**config.mk**
```make
export PLATFORM = sky130hd
export DESIGN_NAME = mpu_i2c_responder
export DESIGN_NICKNAME = d
export VERILOG_FILES = /design/src/rtl/mpu_i2c_responder.sv
export SDC_FILE = /design/constraint.sdc
export NUM_CORES = 1
export LEC_CHECK = 0
export CAP_MARGIN = 0
export CORE_MARGIN = 1.5
export CORE_UTILIZATION = 35
export CTS_BUF_LIST = sky130_fd_sc_hd__clkbuf_16
export DETAILED_ROUTE_END_ITERATION = 16
export GPL_TIMING_DRIVEN = 0
export PLACE_DENSITY = 0.46
export SLEW_MARGIN = 30
export SYNTH_ARGS = -nofsm -noshare
export SYNTH_HDL_FRONTEND = slang
export SYNTH_SLANG_ARGS = --single-unit
```
**constraint.sdc**
```tcl
create_clock -name clk -period 6.33 [get_ports clk]
set_clock_uncertainty 0.1 [all_clocks]
set_input_delay 1.266 -clock clk [delete_from_list [all_inputs] [get_ports clk]]
set_output_delay 1.266 -clock clk [all_outputs]
set_load 0.005 [all_outputs]
```
**src/rtl/mpu_i2c_responder.sv**
```systemverilog
// MPU-6050 register-interface emulator on an open-drain I2C bus.
// Sensor bytes come in through a side port and are frozen into a snapshot at each read-address ACK.
module mpu_i2c_responder #(
   parameter logic [6:0] DEV_ADDR     = 7'h68,
   parameter logic [7:0] WHO_AM_I_VAL = 8'h68,
   parameter logic [7:0] PWR_RST_VAL  = 8'h40
) (
   input  logic       clk,
   input  logic       reset,
   input  logic       scl,
   input  logic       sda_in,
   output logic       sda_oe,
   input  logic       sens_wr,
   input  logic [3:0] sens_idx,
   input  logic [7:0] sens_data,
   output logic [7:0] pwr_mgmt,
   output logic       addr_hit,
   output logic       bus_busy
);

   typedef enum logic [3:0] {
      StIdle, StAddr, StAddrAck, StPtr, StPtrAck,
      StWdata, StWdataAck, StRdata, StRdAckChk, StIgnore
   } state_e;

   localparam logic [7:0] RegSensLo = 8'h3B;
   localparam logic [7:0] RegSensHi = 8'h48;
   localparam logic [7:0] RegPwr    = 8'h6B;
   localparam logic [7:0] RegWho    = 8'h75;

   // [0],[1] synchronize; [2] is the previous synchronized value for edge detection
   logic [2:0] scl_sync_q, sda_sync_q;

   always_ff @(posedge clk) begin
      if (reset) begin
         scl_sync_q <= 3'b111;
         sda_sync_q <= 3'b111;
      end else begin
         scl_sync_q <= {scl_sync_q[1:0], scl};
         sda_sync_q <= {sda_sync_q[1:0], sda_in};
      end
   end

   logic scl_rise, scl_fall, start_cond, stop_cond, sda_bit;

   assign sda_bit    = sda_sync_q[1];
   assign scl_rise   = scl_sync_q[1] & ~scl_sync_q[2];
   assign scl_fall   = ~scl_sync_q[1] & scl_sync_q[2];
   assign start_cond = scl_sync_q[1] & scl_sync_q[2] & ~sda_sync_q[1] & sda_sync_q[2];
   assign stop_cond  = scl_sync_q[1] & scl_sync_q[2] & sda_sync_q[1] & ~sda_sync_q[2];

   state_e     state_q, state_d;
   logic [3:0] cnt_q, cnt_d;
   logic [7:0] shift_q, shift_d;
   logic [7:0] tx_q, tx_d;
   logic [7:0] ptr_q, ptr_d;
   logic [7:0] pwr_q, pwr_d;
   logic       oe_q, oe_d;
   logic       busy_q, busy_d;
   logic       hit_q, hit_d;
   logic       rw_q, rw_d;
   logic       snap_load;

   logic [7:0] shadow_q [14];
   logic [7:0] snap_q   [14];

   always_ff @(posedge clk) begin
      if (reset) begin
         for (int i = 0; i < 14; i++) begin
            shadow_q[i] <= 8'h00;
            snap_q[i]   <= 8'h00;
         end
      end else begin
         if (sens_wr && (sens_idx < 4'd14)) begin
            shadow_q[sens_idx] <= sens_data;
         end
         if (snap_load) begin
            for (int i = 0; i < 14; i++) begin
               snap_q[i] <= shadow_q[i];
            end
         end
      end
   end

   logic [7:0] sens_off;
   logic [7:0] rd_byte;

   always_comb begin
      sens_off = ptr_q - RegSensLo;
      rd_byte  = 8'h00;
      if ((ptr_q >= RegSensLo) && (ptr_q <= RegSensHi)) begin
         rd_byte = snap_q[sens_off[3:0]];
      end else if (ptr_q == RegPwr) begin
         rd_byte = pwr_q;
      end else if (ptr_q == RegWho) begin
         rd_byte = WHO_AM_I_VAL;
      end
   end

   always_ff @(posedge clk) begin
      if (reset) begin
         state_q <= StIdle;
         cnt_q   <= 4'd0;
         shift_q <= 8'h00;
         tx_q    <= 8'h00;
         ptr_q   <= 8'h00;
         pwr_q   <= PWR_RST_VAL;
         oe_q    <= 1'b0;
         busy_q  <= 1'b0;
         hit_q   <= 1'b0;
         rw_q    <= 1'b0;
      end else begin
         state_q <= state_d;
         cnt_q   <= cnt_d;
         shift_q <= shift_d;
         tx_q    <= tx_d;
         ptr_q   <= ptr_d;
         pwr_q   <= pwr_d;
         oe_q    <= oe_d;
         busy_q  <= busy_d;
         hit_q   <= hit_d;
         rw_q    <= rw_d;
      end
   end

   always_comb begin
      state_d   = state_q;
      cnt_d     = cnt_q;
      shift_d   = shift_q;
      tx_d      = tx_q;
      ptr_d     = ptr_q;
      pwr_d     = pwr_q;
      oe_d      = oe_q;
      busy_d    = busy_q;
      hit_d     = 1'b0;
      rw_d      = rw_q;
      snap_load = 1'b0;
      if (start_cond) begin
         state_d = StAddr;
         cnt_d   = 4'd0;
         oe_d    = 1'b0;
         busy_d  = 1'b1;
      end else if (stop_cond) begin
         state_d = StIdle;
         oe_d    = 1'b0;
         busy_d  = 1'b0;
      end else if (scl_rise) begin
         case (state_q)
            StAddr, StPtr, StWdata: begin
               shift_d = {shift_q[6:0], sda_bit};
               cnt_d   = cnt_q + 4'd1;
            end
            StRdata: cnt_d = cnt_q + 4'd1;
            StRdAckChk: begin
               if (sda_bit) begin
                  state_d = StIgnore;
               end
            end
            default: ;
         endcase
      end else if (scl_fall) begin
         case (state_q)
            StAddr: begin
               if (cnt_q == 4'd8) begin
                  cnt_d = 4'd0;
                  if (shift_q[7:1] == DEV_ADDR) begin
                     state_d   = StAddrAck;
                     oe_d      = 1'b1;
                     hit_d     = 1'b1;
                     rw_d      = shift_q[0];
                     snap_load = shift_q[0];
                  end else begin
                     state_d = StIgnore;
                  end
               end
            end
            StAddrAck: begin
               if (rw_q) begin
                  state_d = StRdata;
                  oe_d    = ~rd_byte[7];
                  tx_d    = {rd_byte[6:0], 1'b0};
               end else begin
                  state_d = StPtr;
                  oe_d    = 1'b0;
               end
            end
            StPtr: begin
               if (cnt_q == 4'd8) begin
                  ptr_d   = shift_q;
                  cnt_d   = 4'd0;
                  oe_d    = 1'b1;
                  state_d = StPtrAck;
               end
            end
            StPtrAck, StWdataAck: begin
               oe_d    = 1'b0;
               state_d = StWdata;
            end
            StWdata: begin
               if (cnt_q == 4'd8) begin
                  if (ptr_q == RegPwr) begin
                     pwr_d = shift_q;
                  end
                  ptr_d   = ptr_q + 8'd1;
                  cnt_d   = 4'd0;
                  oe_d    = 1'b1;
                  state_d = StWdataAck;
               end
            end
            StRdata: begin
               if (cnt_q == 4'd8) begin
                  oe_d    = 1'b0;
                  ptr_d   = ptr_q + 8'd1;
                  cnt_d   = 4'd0;
                  state_d = StRdAckChk;
               end else begin
                  oe_d = ~tx_q[7];
                  tx_d = {tx_q[6:0], 1'b0};
               end
            end
            // Reaching this fall means the master ACKed; NACK already left at the rise
            StRdAckChk: begin
               state_d = StRdata;
               oe_d    = ~rd_byte[7];
               tx_d    = {rd_byte[6:0], 1'b0};
            end
            default: ;
         endcase
      end
   end

   assign sda_oe   = oe_q;
   assign pwr_mgmt = pwr_q;
   assign addr_hit = hit_q;
   assign bus_busy = busy_q;

endmodule

```
==> flow_summary.yaml, run 1 <==
global_routing:
  grt_pass1_wl_um: 45800
  grt_max_degree: 48
  overflow: 0
  grt_pass1_vias: 7238
  grt_usage_pct: 17.3
  antenna_found_initial: 1
clocking:
  cts_setup_buffers: 0
  cts.htree.levels: 2
  cts_hold_buf: 0
  clockBufferDepth: 3
  clk_pin_slew_worst_paths_ns: 0.06
  cts_resized: 0
  cts_root_buffer: "clkbuf_16"
  cts_buffers: 34
  cts_tree: "yes"
  clk_latency_ns: 0.51
  cts.sinks: 273
floorplan:
  coreArea_mm2: 0.0338
  fp.dieW_um: 189
  initial_core_util_pct: 35.9
  row_count: 67
  dieArea_mm2: 0.0357
  die_h_um: 189
  ioPinCount: 28
power_and_ir_drop:
  p_sw_uw: 862
  ir_drop_mv: 0.154
  p_int_uw: 3080
  p_leak_uw: 0.00477
  power_frac_comb_pct: 3.7
  power_density_mw_per_mm2: 281
  pwr-share-clk_pct: 44.5
  p_sw_share_pct: 21.9
  p_seq_share_pct: 51.8
logic_synthesis:
  yosysSeqAreaShare_pct: 63.6
  synth_xor_area_share_pct: 0.361
  synth_cells: 938
  syn_avg_cell_area_um2: 12.9
  synth_edf_count: 224
  synth_simple_gate_area_share_pct: 19.8
  synth.distinct_cells: 61
  synth_top_family_by_area: "simple AND/OR/NAND/NOR gates"
  syn_nets: 964
  synth_ff_type: "edfxtp_1"
  synth-adder-area-share_pct: 0.929
  syn-cell-area_mm2: 0.0121
  synth.area.mux_share_pct: 6.98
  synth-seq-cells: 273
  async_reset_ff_share_pct: 0
  synth_compound_area_share_pct: 6.08
  yosys_warnings: 0
routing:
  ant_nets: 0
  drc: 0
  viasPerCell: 4.83
  num_vias: 7126
  wl_um: 30100
  first_pass_iters: 5
  drt-initial-drc-count: 446
  wl_per_cell_um: 20.4
critical_path:
  cp.arrival_ns: 4.65
  path_cells: "buf_2 > buf_2 > buf_2 > inv_1 > ha_1 > clkbuf_1 > clkbuf_1 > mux4_2 > mux2_2 > o22ai_1 > o22ai_1"
  start_kind: "flip-flop"
  cpPeakStageDelay_ns: 0.69
  cp-end-kind: "flip-flop"
  critPathRequiredTime_ns: 6.60
  worst-setup-path-type: "flip-flop to flip-flop"
  cp_common_cell: "buf_2"
  crit_path_max_fanout: 10
  cp_slowest_cell: "clkbuf_1"
timing:
  hold_violations: 0
  max_freq_mhz: 228
  setup_tns_ns: 0
  timing.hold.ws_ns: 0.311
  min_period_over_period_pct: 69.2
  max_slew_margin_pct: 41.0
  worstMarginPinSlew_ns: 0.879
  slew_violations: 0
  rsz0062_at_grt: "no"
  finalCriticalPeriod_ns: 4.38
  final-setup-viol-count: 0
finish:
  syn_to_final_growth_pct: 15.8
  fin_util_pct: 41.5
  nNetsFinal: 1029
  multi_input_area_mm2: 0.00418
  drive_gt1_share_pct: 13.5
  final_cell_area_mm2: 0.0140
  final-seq-area_mm2: 0.00771
  fill_cells: 3172
placed_design:
  gp_congestion: 0.816
  dpl_cell_area_mm2: 0.0130
  hpwl_um: 20500
  port_buffers: 27
flow_run:
  maxCapViolCount: 0
hold_path:
  hold_path_class: "flip-flop to flip-flop"
run_status:
  status: "finished, final reports clean"
==> cell usage in the layout, fill, tap and decap left out, types with 4 or more instances in the layout <==
cell type        count
clkinv_1             6
nand3_1             10
mux2_2               4
ha_1                 9
clkinv_2             6
mux2i_1             26
mux4_2              24
or2_2               23
inv_1               24
or3_1                4
nor2b_1             39
nand2_1             62
and2_1             186
o22ai_1              4
buf_2                9
o21ai_0             28
a221oi_1             4
nor3_2               6
clkbuf_16           35
a21oi_1             28
and2_2               7
a31oi_1              6
clkdlybuf4s50_1     27
edfxtp_1           224
o21a_1               4
clkbuf_1            28
nand2b_1            10
clkbuf_2             9
o211ai_1             7
buf_1                4
nor2_1              47
a211oi_1             6
dfxtp_1             49
nor3_1               8
==> layout make-up <==
type	instances	area share (%)
buffer	50	1.50
inverter	15	0.401
clock buffer	35	6.24
clock inverter	24	0.883
antenna	1	0.0178
tap	448	3.99
sequential	273	54.9
multi-input combinational	600	29.8
timing repair buffer	29	2.26
==> stage by stage <==
stage / setup slack (ns) / total power, µW / cells
CTS: 1.81 / 3990 / 1474
global placement: -1.34 / 2230 / 1413
detailed placement: 1.55 / 2230 / 1415
global route: 1.65 / 4080 / 1474
floorplan: 1.52 / 2150 / 938
finish: 1.95 / 3940 / 1475
==> metal layers <==
metal	track usage [%]	share of wire, %
met5	0	0
met4	4.58	1.8
met3	2.58	3.2
met2	29.2	49
met1	23.4	46
==> logic make-up after synthesis <==
group,Yosys count
compound gates,112
mux,54
flops,273
simple gates,420
xor+xnor,5
buf+inv,65
fa+ha+maj,9
==> synth_stat cells (all sizes together) (3+ instances only) <==
| cell type | n | area [µm²] |
|---|---|---|
| mux4 | 24 | 541 |
| nand2b | 10 | 62.6 |
| xor2 | 3 | 26.3 |
| inv | 15 | 56.3 |
| nand3 | 11 | 60.1 |
| and2 | 193 | 1220 |
| o21a | 4 | 30.0 |
| mux2 | 4 | 45.0 |
| or2 | 23 | 144 |
| a21o | 3 | 22.5 |
| o211ai | 7 | 52.6 |
| edfxtp | 224 | 6730 |
| dfxtp | 49 | 981 |
| nand3b | 3 | 22.5 |
| a211oi | 6 | 45.0 |
| clkbuf | 37 | 149 |
| o21ai | 28 | 140 |
| nor2 | 48 | 180 |
| o22ai | 4 | 25.0 |
| mux2i | 26 | 260 |
| nand2 | 62 | 233 |
| a31oi | 6 | 37.5 |
| a21oi | 28 | 140 |
| a221oi | 4 | 35.0 |
| buf | 13 | 60.1 |
| nor3 | 15 | 96.4 |
| ha | 9 | 113 |
| nor2b | 39 | 244 |
| or3 | 4 | 25.0 |
==> worst max-delay path: cells and delay by family, from the launching register on <==
kind	cells	cell delay, ns
mux	2	0.77
compound gates	2	0.27
buf+inv	6	2.42
flops	1	0.37
fa+ha+maj	1	0.30
==> worst paths after layout <==
kind | from | end | slack [ns] | depth (start not counted)
worst max register to register | ptr_q[0] | tx_q[7] | 1.95 | 11
worst max-delay path | ptr_q[0] | tx_q[7] | 1.95 | 11
worst min register to register | scl_sync_q[0] | scl_sync_q[1] | 0.31 | 1
worst min-delay path | scl_sync_q[0] | scl_sync_q[1] | 0.31 | 1
==> power by group through the flow <==
stage	Clock (µW)	Combinational [µW]	Sequential, µW
floorplan	0	80.0	2070
global placement	0	146	2080
detailed placement	0	151	2080
CTS	1800	151	2040
global route	1870	160	2050
finish	1750	146	2040
==> sequential cells by signal, summed over array words and instances, names as in the netlist, 3 cells and up <==
name        flops
shadow_q      112
snap_q        112
ptr_q           8
pwr_mgmt        8
shift_q         8
tx_q            7
cnt_q           4
state_q         4
scl_sync_q      3
sda_sync_q      3
No activity file was read; power rests on OpenSTA's default activity.
==> inputs of run 2 (changes only) <==
==> constraint.sdc (replaced) <==
create_clock -name clk -period 4.5 [get_ports clk]
set_clock_uncertainty 0.1 [all_clocks]
set_input_delay 0.9 -clock clk [delete_from_list [all_inputs] [get_ports clk]]
set_output_delay 0.9 -clock clk [all_outputs]
set_load 0.005 [all_outputs]
==> run 2 against run 1 <==
Non-clock buffer count unchanged. Sequential power is 41% higher. Sequential share of layout area barely moved. Core utilization hardly changed. Die area is the same. Count of clock-buffer cells in the layout is the same. Largest power group unchanged. Register-to-register slack worse by 1.6 ns. Critical path depth stayed put. Worst hold slack unchanged. Cell count is the same.
==> flow_summary.yaml, run 2 (synthesized netlist as in run 1, its figures left out) <==
run_status:
  status: "finished, final reports clean"
clocking:
  clk_latency_ns: 0.51
  cts_setup_buffers: 0
  cts_root_buffer: "clkbuf_16"
  clockBufferDepth: 3
  cts.htree.levels: 2
  cts_resized: 1
  cts.sinks: 273
  clk_pin_slew_worst_paths_ns: 0.06
  cts_hold_buf: 0
  cts_tree: "yes"
  cts_buffers: 34
power_and_ir_drop:
  p_sw_uw: 1210
  p_leak_uw: 0.00477
  pwr-share-clk_pct: 44.5
  p_seq_share_pct: 51.8
  power_frac_comb_pct: 3.7
  p_total_uw: 5540
  p_sw_share_pct: 21.9
  ir_drop_mv: 0.217
  p_int_uw: 4330
  power_density_mw_per_mm2: 395
routing:
  first_pass_iters: 5
  ant_nets: 0
  viasPerCell: 4.82
  drt-initial-drc-count: 446
  num_vias: 7107
  wl_um: 30000
  drc: 0
  wl_per_cell_um: 20.4
global_routing:
  overflow: 0
  grt_pass1_vias: 7238
  grt_pass1_wl_um: 45800
  grt_max_degree: 48
  grt_usage_pct: 17.3
  antenna_found_initial: 1
placed_design:
  dpl_cell_area_mm2: 0.0130
  port_buffers: 27
  gp_congestion: 0.816
  dp_worst_setup_slack_ns: -0.0217
  hpwl_um: 20500
critical_path:
  worst-setup-path-type: "flip-flop to flip-flop"
  cp.arrival_ns: 4.51
  critPathLaunch: "ptr_q[0]"
  r2r_start: "ptr_q[0]"
  start_kind: "flip-flop"
  cp-end-kind: "flip-flop"
  critPathRequiredTime_ns: 4.81
  crit_path_max_fanout: 10
timing:
  worst_slack_ns: 0.308
  finalCriticalPeriod_ns: 4.19
  slew_violations: 0
  hold_violations: 0
  setup_tns_ns: 0
  min_period_over_period_pct: 93.1
  rsz0062_at_grt: "no"
  worstMarginPinSlew_ns: 0.855
  final-setup-viol-count: 0
  max_freq_mhz: 239
  max_slew_margin_pct: 42.7
floorplan:
  dieArea_mm2: 0.0357
  coreArea_mm2: 0.0338
  initial_core_util_pct: 35.9
  ioPinCount: 28
  die_h_um: 189
  fp.dieW_um: 189
  row_count: 67
flow_run:
  maxCapViolCount: 0
finish:
  nNetsFinal: 1029
  final_cell_area_mm2: 0.0140
  drive_gt1_share_pct: 13.6
  biggestRegsByFlops: "shadow_q x112, snap_q x112"
  fin_util_pct: 41.5
  syn_to_final_growth_pct: 15.8
  layout_commonest_cell: "edfxtp_1"
  final_cell_mix: "edfxtp_1, and2_1, nand2_1"
hold_path:
  hold_path_class: "flip-flop to flip-flop"
  min_from: "scl_sync_q[0]"
==> run 2: cell counts in the layout (fill, tap and decap cells not counted) <==
No cell type changed its count.
==> run 2: power by group through the flow <==
stage	clock network [µW]	registers (µW)	logic, µW
3_5_place_dp	0	2930	213
3_3_place_gp	0	2930	205
6_report	2460	2870	206
2_1_floorplan	0	2920	113
5_1_grt	2640	2880	225
4_1_cts	2530	2870	213
==> run 2: worst max-delay path: stages, from the launching register on <==
cell,delay (ns)
dfxtp_1,0.37
buf_2,0.30
buf_2,0.47
buf_2,0.42
inv_1,0.15
ha_1,0.30
clkbuf_1,0.39
clkbuf_2,0.50
mux4_2,0.44
o21ai_0,0.35
o21ai_0,0.13
o21a_1,0.17
==> run 2: metal layers <==
metal	global-route usage [%]	wire length, µm
met5	0	0
met4	4.58	545
met3	2.58	928
met2	29.2	14600
met1	23.4	13900
==> run 2: final timing paths <==
check                  end  slack [ns]  cells past startpoint
max reg2reg        tx_q[3]        0.31                     11
max                tx_q[3]        0.31                     11
min reg2reg  scl_sync_q[1]        0.31                      1
min          scl_sync_q[1]        0.31                      1
==> run 2: layout make-up <==
cell class | instances | area, µm²
fillers | 3171 | 19800
flip-flops and latches | 273 | 7710
multi-input cells | 600 | 4180
clock buffers | 35 | 876
well taps | 448 | 561
repair buffers | 29 | 318
plain buffers | 50 | 211
clock inverters | 24 | 124
inverters | 15 | 56.3
diodes | 1 | 2.50
==> run 2: metrics by stage <==
stage	hold slack, ns	instances
floorplan	0.289	938
global placement	0.298	1413
detailed placement	0.295	1415
CTS	0.316	1474
global route	0.344	1474
finish	0.311	1475
